### src/rtl/vlc_switch_conditioner.sv
// Switch conditioner: per-channel synchronizer and debouncer, then priority resolution into registered turn/hazard levels.
// Optional build macro VLC_HAZARD_ON_CONFLICT_EN: a jammed stalk (left and right both on) resolves to hazard.
module vlc_switch_conditioner #(
   parameter int SYNC_STAGES     = 2,
   parameter int DEBOUNCE_CYCLES = 16
) (
   input  logic clk,
   input  logic rst,
   input  logic sw_left_raw,
   input  logic sw_right_raw,
   input  logic sw_emergency_raw,
   output logic turn_left,
   output logic turn_right,
   output logic emergency,
   output logic conflict,
   output logic change
);

   localparam int CW = $clog2(DEBOUNCE_CYCLES + 1);
   localparam logic [CW-1:0] CNT_LAST = CW'(DEBOUNCE_CYCLES - 1);

`ifdef VLC_HAZARD_ON_CONFLICT_EN
   localparam bit HAZARD_ON_CONFLICT = 1'b1;
`else
   localparam bit HAZARD_ON_CONFLICT = 1'b0;
`endif

   // Channel order everywhere: bit 0 left, bit 1 right, bit 2 emergency.
   logic [2:0] raw;
   logic [2:0] db;
   logic [2:0] res;
   logic [2:0] out_q;

   assign raw = {sw_emergency_raw, sw_right_raw, sw_left_raw};

   for (genvar c = 0; c < 3; c++) begin : g_ch
      logic [SYNC_STAGES-1:0] sync_q;
      logic [CW-1:0]          cnt;
      logic                   db_q;
      logic                   sync_out;

      assign sync_out = sync_q[SYNC_STAGES-1];
      assign db[c]    = db_q;

      // Any matching sample restarts the count, so only an unbroken run flips db.
      always_ff @(posedge clk) begin
         if (rst) begin
            sync_q <= '0;
            cnt    <= '0;
            db_q   <= 1'b0;
         end else begin
            sync_q <= {sync_q[SYNC_STAGES-2:0], raw[c]};
            if (sync_out == db_q) begin
               cnt <= '0;
            end else if (cnt == CNT_LAST) begin
               db_q <= ~db_q;
               cnt  <= '0;
            end else begin
               cnt <= cnt + CW'(1);
            end
         end
      end
   end

   always_comb begin
      res = 3'b000;
      if (db[2]) begin
         res = 3'b100;
      end else if (db[0] && !db[1]) begin
         res = 3'b001;
      end else if (!db[0] && db[1]) begin
         res = 3'b010;
      end else if (db[0] && db[1]) begin
         res = HAZARD_ON_CONFLICT ? 3'b100 : 3'b000;
      end
   end

   // change compares against the registered value so it lines up with the new output.
   always_ff @(posedge clk) begin
      if (rst) begin
         out_q    <= 3'b000;
         conflict <= 1'b0;
         change   <= 1'b0;
      end else begin
         out_q    <= res;
         conflict <= db[0] & db[1];
         change   <= (res != out_q);
      end
   end

   assign turn_left  = out_q[0];
   assign turn_right = out_q[1];
   assign emergency  = out_q[2];

endmodule

### config.mk
export PLATFORM = sky130hd
export DESIGN_NAME = vlc_switch_conditioner
export DESIGN_NICKNAME = d
export VERILOG_FILES = /design/src/rtl/vlc_switch_conditioner.sv
export SDC_FILE = /design/constraint.sdc
export NUM_CORES = 1
export LEC_CHECK = 0
export ABC_CLOCK_PERIOD_IN_PS = 1950
export CAP_MARGIN = 10
export CORE_MARGIN = 2
export CORE_UTILIZATION = 54
export DETAILED_ROUTE_END_ITERATION = 10
export GPL_ROUTABILITY_DRIVEN = 0
export PLACE_DENSITY = 0.76
export SLEW_MARGIN = 20
export SYNTH_ARGS = -nofsm -noshare
export SYNTH_HDL_FRONTEND = slang
export SYNTH_SLANG_ARGS = --single-unit
### constraint.sdc
create_clock -name clk -period 1.95 [get_ports clk]
set_input_delay 0.2925 -clock clk [delete_from_list [all_inputs] [get_ports clk]]
set_output_delay 0.2925 -clock clk [all_outputs]
set_load 0.05 [all_outputs]
==> metrics.cfg, run 1 <==
[outcome]
status = complete, no violations

[floorplanning]
rows = 16
die_height_microns = 48.8
fp.dieW_microns = 48.8
die-area_sq_um = 2380
ios = 10
start_util = 0.564
placeableCoreArea_sq_um = 1920

[finish]
final_cell_mix = 29 x dfxtp_1, 19 x nor2_1, 9 x clkdlybuf4s50_1
area_growth_pct = 14.1
instances_no_fill = 143
layout.nets = 127
nFillCells = 168
multi_input_area_sq_um = 448
drive_gt1_frac = 0.0862
final_common_cell = dfxtp_1
diodes = 0
regArea_sq_um = 581

[sta]
min_period_ns = 1.85
setup_violations = 0
max_freq_mhz = 542
grt_setup_unrepaired = false
worst_pin_slew_ns = 0.493
fin_tns_setup_ns = 0
fin_skew_ns = 0.00518
hold_violations = 0
fin_crit_sh = 0.946
slew_headroom = 0.670
drv_slew = 0

[critical_path]
crit_arrival_ns = 1.55
cp_slowest_cell = clkdlybuf4s50_1
start_kind = register
end_kind = output port
crit_cells = 1
crit_fanout = 5
crit_type = reg -> out
required_ns = 1.66
path_delay_family = buffers and inverters
worst-path-buf-inv = 1
slowest_delay_ns = 0.83
path_cells = clkdlybuf4s50_1
rr_worst_depth = 5

[logic_synthesis]
synth-seq-area-share = 0.535
ys_ff_latch = 29
synth_cells = 103
yosys.area.top_type_share = 0.535
synth_area_sq_um = 1080
yosysWarningCount = 0
synth_fp_nets = 114
syn_avg_cell_area_sq_um = 10.5
ys_top_cells_by_area = dfxtp_1 54%, ha_1 6.9%, nor2_1 6.6%
yosysTopAreaCell = dfxtp_1
synth_cell_types = 22

[grt]
grt_pass1_wl_microns = 2700
grt-ovfl-total = 0
antenna_found_initial = 0
grt_use_total = 0.159
grt_max_degree = 11
grt_pass1_vias = 642

[run]
maxCapViolCount = 0

[clocking]
cts_max_level = 2
clock_sinks = 29
clock_latency_ns = 0.31
cts_buffer_depth = 2
clk_pin_slew_ns = 0.08
cts_tree = yes
postCtsHoldBufs = 0
cts_setup_buffers = 0
ctsResizeCount = 0
cts_buffers = 5
root_buffer = clkbuf_4

[power]
leakagePower_nw = 0.470
p_per_area_nw_per_um2 = 797
peakVddDrop_uv = 586

[drt]
dr.pass1.iters = 4
wire_per_inst_microns = 10.7
post-route-drc-count = 0
routed_wl_microns = 1530
via_per_inst = 4.99
ant_nets = 0
vias = 713
drt-initial-drc-count = 9

[placement]
place_inst = 136
port_buffers = 9
hpwl_microns = 1100

[hold_path]
min_path_cells = 1
hold_class = reg -> reg

==> cell usage after synthesis <==
library cell   n
dfxtp_1       29
nor2_1        19
nor2b_1        8
ha_1           6
inv_1          6
xnor2_1        6
xor2_1         4
and3_1         3
mux2i_1        3
nand3_1        3
or3_4          3
buf_6          2
nor4b_1        2
a211oi_1       1
a21oi_1        1
buf_4          1
clkbuf_1       1
nand2_1        1
nor3b_1        1
nor4_1         1
nor4bb_1       1
o31a_1         1
==> metrics by stage <==
stage	setup slack, ns	hold slack, ns	utilization	area, sq um	power, W
3_5_place_dp	0.416	0.437	0.615	1180	0.000645
6_report	0.105	0.448	0.644	1240	0.000986
4_1_cts	0.0813	0.454	0.644	1240	0.00100
5_1_grt	0.0629	0.460	0.644	1240	0.00103
2_1_floorplan	0.513	0.364	-	1080	0.000631
3_3_place_gp	0.452	0.417	0.615	1180	0.000643
==> power breakdown <==
| part | internal [W] | switching, W |
|---|---|---|
| combinational | 0.0000162 | 0.0000112 |
| sequential | 0.000599 | 0.00000388 |
| clock | 0.000170 | 0.000186 |
==> sequential cells by signal (all words and copies together) (netlist names) <==
name and count:
g_ch.cnt 15, change 1, g_ch.db_q 3, out_q 3, conflict 1, g_ch.sync_q 6
==> path summary, 6_finish.rpt <==
| kind | start | to | slack (ns) |
|---|---|---|---|
| hold reg to reg | g_ch[1].sync_q[0] | g_ch[1].sync_q[1] | 0.45 |
| hold / removal | g_ch[1].sync_q[0] | g_ch[1].sync_q[1] | 0.45 |
| setup / recovery | out_q[1] | turn_right | 0.10 |
| setup reg to reg | g_ch[2].cnt[0] | g_ch[2].cnt[3] | 0.41 |
==> kinds of logic (layout without fill, tap and decap cells) <==
kind of cell	after synthesis	in the layout	synth area share
compound gates	3	3	0.0196
flops	29	29	0.535
buf+inv	10	23	0.0519
fa+ha+maj	6	6	0.0692
mux	3	3	0.0277
xor+xnor	10	10	0.0807
simple gates	42	42	0.216
==> metal layers <==
metal | wire [microns] | track usage
met3 | 83 | 0.0920
met5 | 0 | 0
met4 | 33 | 0.100
met1 | 683 | 0.158
met2 | 730 | 0.253
==> area by class of cell <==
| type | instances | share of cell area |
|---|---|---|
| multi-input combinational | 64 | 0.362 |
| tap | 27 | 0.0273 |
| inverter | 6 | 0.0182 |
| timing repair buffer | 10 | 0.0789 |
| clock buffer | 7 | 0.0445 |
| sequential | 29 | 0.469 |
No activity file was read; power rests on OpenSTA's default activity.
==> run 2, diff against run 1 <==
CAP_MARGIN = 20   (was 10)
PLACE_DENSITY = 0.74   (was 0.76)
==> metrics.cfg, run 2 (synthesized netlist as in run 1, its figures left out) <==
[finish]
top_regs = g_ch.cnt: 15 flops, g_ch.sync_q: 6 flops
area_growth_pct = 13.7
layout.nets = 127
drive_gt1_frac = 0.0940
regMostFlops = g_ch.cnt
diodes = 0
fin_util = 0.642
final_common_cell = dfxtp_1
final_cell_mix = 29 x dfxtp_1, 19 x nor2_1, 9 x clkdlybuf4s50_1
largest_reg_flops = 15

[power]
peakVddDrop_uv = 557
leakagePower_nw = 0.471
p_per_area_nw_per_um2 = 778
power.total_w = 0.000960

[clocking]
postCtsHoldBufs = 0
cts_max_level = 2
cts_buffer_depth = 2
cts_tree = yes
clock_latency_ns = 0.32
cts_setup_buffers = 0
cts_buffers = 5
clk_pin_slew_ns = 0.09
clock_sinks = 29
root_buffer = clkbuf_4
ctsResizeCount = 0

[floorplanning]
rows = 16
placeableCoreArea_sq_um = 1920
fp.dieW_microns = 48.8
die-area_sq_um = 2380
die_height_microns = 48.8
start_util = 0.564
ios = 10

[grt]
grt-ovfl-total = 0
grt_busiest_layer = met2
grt_pass1_vias = 671
use_met3 = 0.0552
grt_use_total = 0.159
use_met1 = 0.166
use_met2 = 0.258
grt_max_degree = 10
antenna_found_initial = 0
grt_pass1_wl_microns = 2730

[drt]
drt-initial-drc-count = 7
via_per_inst = 4.97
wire_per_inst_microns = 10.3
vias = 715
dr.pass1.iters = 4
routed_wl_microns = 1480
ant_nets = 0
post-route-drc-count = 0

[sta]
whs_ns = 0.440
worst_pin_slew_ns = 0.492
setup_violations = 0
fin_crit_sh = 0.954
max_freq_mhz = 538
grt_setup_unrepaired = false
slew_headroom = 0.671
drv_slew = 0
hold_violations = 0
fin_skew_ns = 0.00684
worst_slack_ns = 0.0903
min_period_ns = 1.86
fin_tns_setup_ns = 0

[critical_path]
cp_slowest_cell = clkdlybuf4s50_1
slowest_delay_ns = 0.83
reg2reg_from = g_ch[1].cnt[0]
worst-path-buf-inv = 1
path_cells = clkdlybuf4s50_1
end_kind = output port
crit_type = reg -> out
crit_arrival_ns = 1.57
crit_start = out_q[1]
crit_fanout = 5
start_kind = register
required_ns = 1.66
path_delay_family = buffers and inverters

[run]
maxCapViolCount = 0

[outcome]
status = complete, no violations

[placement]
port_buffers = 9
dp_slack_ns = 0.435
hpwl_microns = 1080

[hold_path]
hold_class = reg -> reg
min-delay-start = g_ch[1].sync_q[0]

[run 2: worst paths after layout]
kind	endpoint	slack (ns)	cells past startpoint
worst max-delay path	turn_right	0.09	1
worst min-delay path	g_ch[1].sync_q[1]	0.44	1
worst max register to register	g_ch[1].cnt[2]	0.43	5
worst min register to register	g_ch[1].sync_q[1]	0.44	1
[run 2: through the flow]
stage | instances | area, sq um
floorplan | 103 | 1080
global placement | 136 | 1180
detailed placement | 136 | 1180
CTS | 144 | 1230
global route | 144 | 1230
finish | 144 | 1230
[run 2: layout make-up]
| cell class | instances | area [sq um] |
|---|---|---|
| Inverter | 6 | 22.5 |
| Clock inverter | 2 | 10.0 |
| Sequential cell | 29 | 581 |
| Tap cell | 27 | 33.8 |
| Timing Repair Buffer | 10 | 97.6 |
| Multi-Input combinational cell | 64 | 448 |
| Clock buffer | 6 | 41.3 |
| Fill cell | 185 | 688 |
[run 2: metal layers]
layer / share of wire / routed length (microns)
met1: 0.40 / 597
met2: 0.51 / 750
met3: 0.054 / 80
met4: 0.033 / 48
met5: 0 / 0
[run 2: power by group]
group | switching [W] | total (W) | internal, W
clock | 0.000193 | 0.000330 | 0.000137
combinational | 0.0000112 | 0.0000274 | 0.0000162
sequential | 0.00000372 | 0.000603 | 0.000599
==> run 3, diff against run 2 <==
CORE_UTILIZATION = 59   (was 54)
DONT_BUFFER_PORTS = 1   (was not set)
PLACE_DENSITY = 0.73   (was 0.74)
==> metrics.cfg, run 3 (synthesized netlist as in run 1, its figures left out) <==
[outcome]
status = complete, no violations

[critical_path]
start_kind = register
crit_start = g_ch[2].cnt[0]
crit_arrival_ns = 1.79
crit_type = reg -> reg
r2r_setup_slack_ns = 0.41
reg2reg_to = g_ch[2].cnt[2]
crit_fanout = 5
required_ns = 2.20
rr_worst_depth = 5
reg2reg_from = g_ch[2].cnt[0]
end_kind = register

[grt]
antenna_found_initial = 0
grt_max_degree = 18
grt_pass1_vias = 603
grt_use_total = 0.158
grt_pass1_wl_microns = 2280
grt-ovfl-total = 0

[drt]
wire_per_inst_microns = 10.4
routed_wl_microns = 1380
vias = 656
via_per_inst = 4.93
ant_nets = 0
dr.pass1.iters = 4
drt-initial-drc-count = 11
post-route-drc-count = 0

[finish]
diodes = 0
final_cell_mix = 29 x dfxtp_1, 19 x nor2_1, 8 x nor2b_1
top_regs = g_ch.cnt: 15 flops, g_ch.sync_q: 6 flops
drive_gt1_frac = 0.0833
final_common_cell = dfxtp_1
area_growth_pct = 4.96
layout.nets = 118
instances_no_fill = 133
regMostFlops = g_ch.cnt
largest_reg_flops = 15

[clocking]
clock_sinks = 29
postCtsHoldBufs = 0
cts_tree = yes
ctsResizeCount = 0
clk_pin_slew_ns = 0.09
cts_buffers = 5
root_buffer = clkbuf_4
cts_buffer_depth = 2
cts_max_level = 2
cts_setup_buffers = 0
clock_latency_ns = 0.32

[floorplanning]
placeableCoreArea_sq_um = 1730
ios = 10
fp.dieW_microns = 46.9
rows = 15
die-area_sq_um = 2200
start_util = 0.628
die_height_microns = 46.9

[hold_path]
hold_class = in -> reg
min-delay-start = rst
min_path_cells = 1
whs_endpoint = g_ch[2].sync_q[0]

[power]
p_per_area_nw_per_um2 = 831
peakVddDrop_uv = 704
leakagePower_nw = 0.434

[placement]
place_inst = 125
hpwl_microns = 980
port_buffers = 0

[sta]
hold_violations = 0
min_period_ns = 1.54
slew_headroom = 0.588
grt_setup_unrepaired = false
worst_pin_slew_ns = 0.618
fin_crit_sh = 0.788
fin_skew_ns = 0.00879
fin_tns_setup_ns = 0
drv_slew = 0
max_freq_mhz = 651
setup_violations = 0

[run]
maxCapViolCount = 0

run 3: cell count changes in the layout (fill, tap and decap cells not counted):
cell	delta
clkdlybuf4s50_1	-9
clkbuf_1	+2
clkinv_2	-2
run 3: metrics by stage:
| step | instance area, sq um | hold WS (ns) | util | setup WS [ns] | total power, W |
|---|---|---|---|---|---|
| 2_1_floorplan | 1080 | 0.364 | - | 0.513 | 0.000631 |
| 3_3_place_gp | 1090 | 0.367 | 0.631 | 0.478 | 0.000630 |
| 3_5_place_dp | 1090 | 0.367 | 0.631 | 0.437 | 0.000630 |
| 4_1_cts | 1140 | 0.0221 | 0.659 | 0.419 | 0.000955 |
| 5_1_grt | 1140 | 0.00852 | 0.659 | 0.357 | 0.000990 |
| 6_report | 1140 | 0.0292 | 0.659 | 0.413 | 0.000946 |
run 3: worst max-delay path: stages, from the launching register on:
cell	delay, ns
dfxtp_1	0.33
ha_1	0.22
and3_1	0.19
ha_1	0.21
or3_4	0.42
nor2_1	0.10
run 3: worst max-delay path by stage:
stage                           endpoint  slack, ns  cells after the start
after floorplan           g_ch[2].cnt[2]       0.51                      5
after global placement    g_ch[2].cnt[1]       0.48                      5
after detailed placement  g_ch[2].cnt[2]       0.44                      5
after CTS                 g_ch[2].cnt[2]       0.42                      5
after global routing      g_ch[2].cnt[4]       0.36                      5
final                     g_ch[2].cnt[2]       0.41                      5
run 3: final cells by class:
type | instances | area (sq um)
sequential | 29 | 581
timing repair buffer | 1 | 7.51
tap | 25 | 31.3
multi-input combinational | 64 | 448
clock buffer | 8 | 48.8
fill | 152 | 588
inverter | 6 | 22.5
run 3: report_power, final:
group | internal [W] | switching [W] | total, W
registers | 0.000599 | 0.00000355 | 0.000603
clock network | 0.000143 | 0.000186 | 0.000330
logic | 0.00000826 | 0.00000531 | 0.0000136
run 3: layer usage:
| metal | share of wire | up-vias | track usage |
|---|---|---|---|
| met5 | 0 | - | 0 |
| met2 | 0.45 | 17 | 0.233 |
| met4 | 0.030 | 0 | 0.117 |
| met1 | 0.45 | 290 | 0.178 |
| met3 | 0.064 | 5 | 0.0731 |
| li1 | - | 344 | - |
==> RTL edit (config.mk and constraints of run 1) <==
The option `VLC_HAZARD_ON_CONFLICT_EN` is turned on by a define.
--- a/src/rtl/vlc_switch_conditioner.sv
+++ b/src/rtl/vlc_switch_conditioner.sv
@@ -1,5 +1,7 @@
 // Switch conditioner: per-channel synchronizer and debouncer, then priority resolution into registered turn/hazard levels.
 // Optional build macro VLC_HAZARD_ON_CONFLICT_EN: a jammed stalk (left and right both on) resolves to hazard.
+`define VLC_HAZARD_ON_CONFLICT_EN
+
 module vlc_switch_conditioner #(
    parameter int SYNC_STAGES     = 2,
    parameter int DEBOUNCE_CYCLES = 16
Check against the original RTL: no difference found for any inputs over 10 cycles, from zero or initial values and one cycle with rst high; that may be too few to reach the edited logic, so the function may still have changed.
==> RTL edit against run 1 <==
  * Synthesized area shrank 1.3%
  * Wire length shrank 6.0%
  * Setup slack gained 0.028 ns
  * Sequential cell count is the same
  * Highest routed layer unchanged
  * Via count shrank 3.2%
  * Combinational power shrank 4%
  * Design area grew 1.0%
  * Largest power group unchanged
  * Clock skew shrank 0.0035 ns
  * Global-route usage shrank 0.67 points
  * Total power grew 4.9%
  * First-iteration DRC count shrank 22%
==> RTL edit: results (changes against run 1) <==
stage	metric	value	unit	change
clocking	H-tree lvl count	2		unchanged
route	drt total wl	1440	um	-6.0%
clocking	Clock Tree Root	clkbuf_4		
pwr	Max rail drop VDD	0.000500	V	-15%
worst_hold_path	HP Start	g_ch[2].sync_q[0]$_SDFF_PP0_		
cells_and_area	fraction of layout cells with a size suffix above 1	13.7	%	+5.1 points
setup_path	worst-path fanout max	4		-1
worst_hold_path	Hold Path Stages	1		unchanged
grt	initial antenna violation count	0		unchanged
synthesis	Area contributors post-synth	dfxtp_1 (54%), ha_1 (7.0%), nor2_1 (5.3%)		
cells_and_area	Post-layout nets	127		unchanged
place	Buffers on Ports	9		unchanged
place	Detail Placement HPWL	1020	um	-7.3%
timing	setup_tns	0	ns	unchanged
timing	Layout Skew	0.00167	ns	-0.00350 ns
grt	global-route wire length before repair	2640	um	-2.3%
setup_path	Worst EP arrival	1.52	ns	-0.03 ns
cells_and_area	fill count	159		-5.4%
cells_and_area	n_diodes	0		unchanged
setup_path	R2R cell count	5		unchanged
synthesis	Seq/Total Area, Yosys	54.2	%	+0.69 points
synthesis	Synth Net Count	113		-0.88%
clocking	Worst-Skew Late Latency	0.32	ns	
setup_path	slowest cell on the critical path	clkdlybuf4s50_1		
clocking	post-CTS resize count	0		unchanged
grt	GRT Total Usage	15.2	%	-0.67 points
route	via count	690		-3.2%
setup_path	Crit path largest cell delay	0.82	ns	
setup_path	kind of cell adding the most delay to the critical path	buffers and inverters		
outcome	status	finished, final reports clean		
clocking	TritonCTS buffer count	5		unchanged
route	Pre-antenna DRT Iters	4		unchanged
pwr	Leak	0.000478	uW	+1.6%
worst_hold_path	HP Class	reg -> reg		
route	DR iter-0 viols	7		-2
clocking	Clock Path Buffers	2		unchanged
setup_path	worst reg2reg path startpoint	g_ch[2].cnt[0]$_SDFF_PP0_		
timing	slew margin rel.	67.2	%	+0.20 points
synthesis	asr flop ratio synth	0	%	unchanged
synthesis	yosys warns	0		unchanged
clocking	Setup Fix Bufs, Post-CTS	0		unchanged
setup_path	Reg2Reg Setup Slack	0.37	ns	-0.04 ns
worst_hold_path	hold worst-path end	g_ch[2].sync_q[1]$_SDFF_PP0_		
cells_and_area	Largest regs	g_ch.cnt (15), g_ch.sync_q (6)		
synthesis	top post-synthesis cells by count	dfxtp_1 (29), nor2_1 (15)		
synthesis	unique cell type count in the Yosys netlist	24		+9.1%
setup_path	r2r endpoint	g_ch[2].cnt[2]$_SDFF_PP0_		
clocking	clk slew on worst S/H paths	0.09	ns	
grt	largest net degree at the start of global routing	13		+2
grt	vias in the first global route	629		-2.0%
-- RTL edit: cell count changes after synthesis, moves of 2 or more --
cell            run 1  this run
nor2_1             19        15
nor2b_1             8         6
or3_4               3         1
or3_1               0         2
nor2_2              0         5
nor3_1              0         2
-- RTL edit: how the worst max path moves through the flow --
| stage | from | end | slack, ns | cells after the start |
|---|---|---|---|---|
| 6_report | out_q[1]$_SDFF_PP0_ | turn_right | 0.13 | 1 |
| 3_3_place_gp | rst | g_ch[1].cnt[2]$_SDFF_PP0_ | 0.37 | 3 |
| 5_1_grt | out_q[0]$_SDFF_PP0_ | turn_left | 0.08 | 1 |
| 4_1_cts | out_q[1]$_SDFF_PP0_ | turn_right | 0.11 | 1 |
| 3_5_place_dp | rst | g_ch[0].cnt[2]$_SDFF_PP0_ | 0.33 | 3 |
| 2_1_floorplan | g_ch[2].cnt[0]$_SDFF_PP0_ | g_ch[2].cnt[2]$_SDFF_PP0_ | 0.47 | 5 |
-- RTL edit: layout make-up --
cell class / count / area, um^2 / area share, %
clock buffers: 7 / 65.1 / 5.21
clock inverters: 1 / 5.00 / 0.400
inverters: 6 / 22.5 / 1.80
multi-input cells: 64 / 445 / 35.6
flip-flops and latches: 29 / 581 / 46.4
well taps: 27 / 33.8 / 2.70
repair buffers: 10 / 97.6 / 7.81
-- RTL edit: kinds of logic after synthesis --
family,share of synthesized area (%)
adders and majority gates,7.01
xor gates and xnor gates,8.18
muxes,2.80
and+or+nand+nor,22.5
buffers and inverters,4.21
AOI/OAI and AO/OA,1.05
DFF,54.2
-- RTL edit: per-stage QoR --
step	hold slack, ns	worst slack (ns)	cell area (um^2)	cells
5_1_grt	0.463	0.0839	1250	144
2_1_floorplan	0.364	0.472	1070	102
3_3_place_gp	0.417	0.368	1180	136
3_5_place_dp	0.431	0.330	1180	136
6_report	0.447	0.133	1250	144
4_1_cts	0.449	0.109	1250	144
-- RTL edit: where the power goes --
part           internal, uW  switching [uW]  leakage (uW)
registers               599            3.53      0.000235
logic                  15.1            11.0      0.000202
clock network           209             197     0.0000413
-- RTL edit: metal layers --
metal	GRT usage, %	vias to the layer above	share of wire (%)
met5	0	-	0
li1	-	361	-
met4	8.57	0	2.9
met3	7.41	6	5.5
met2	22.9	15	43
met1	17.8	308	49
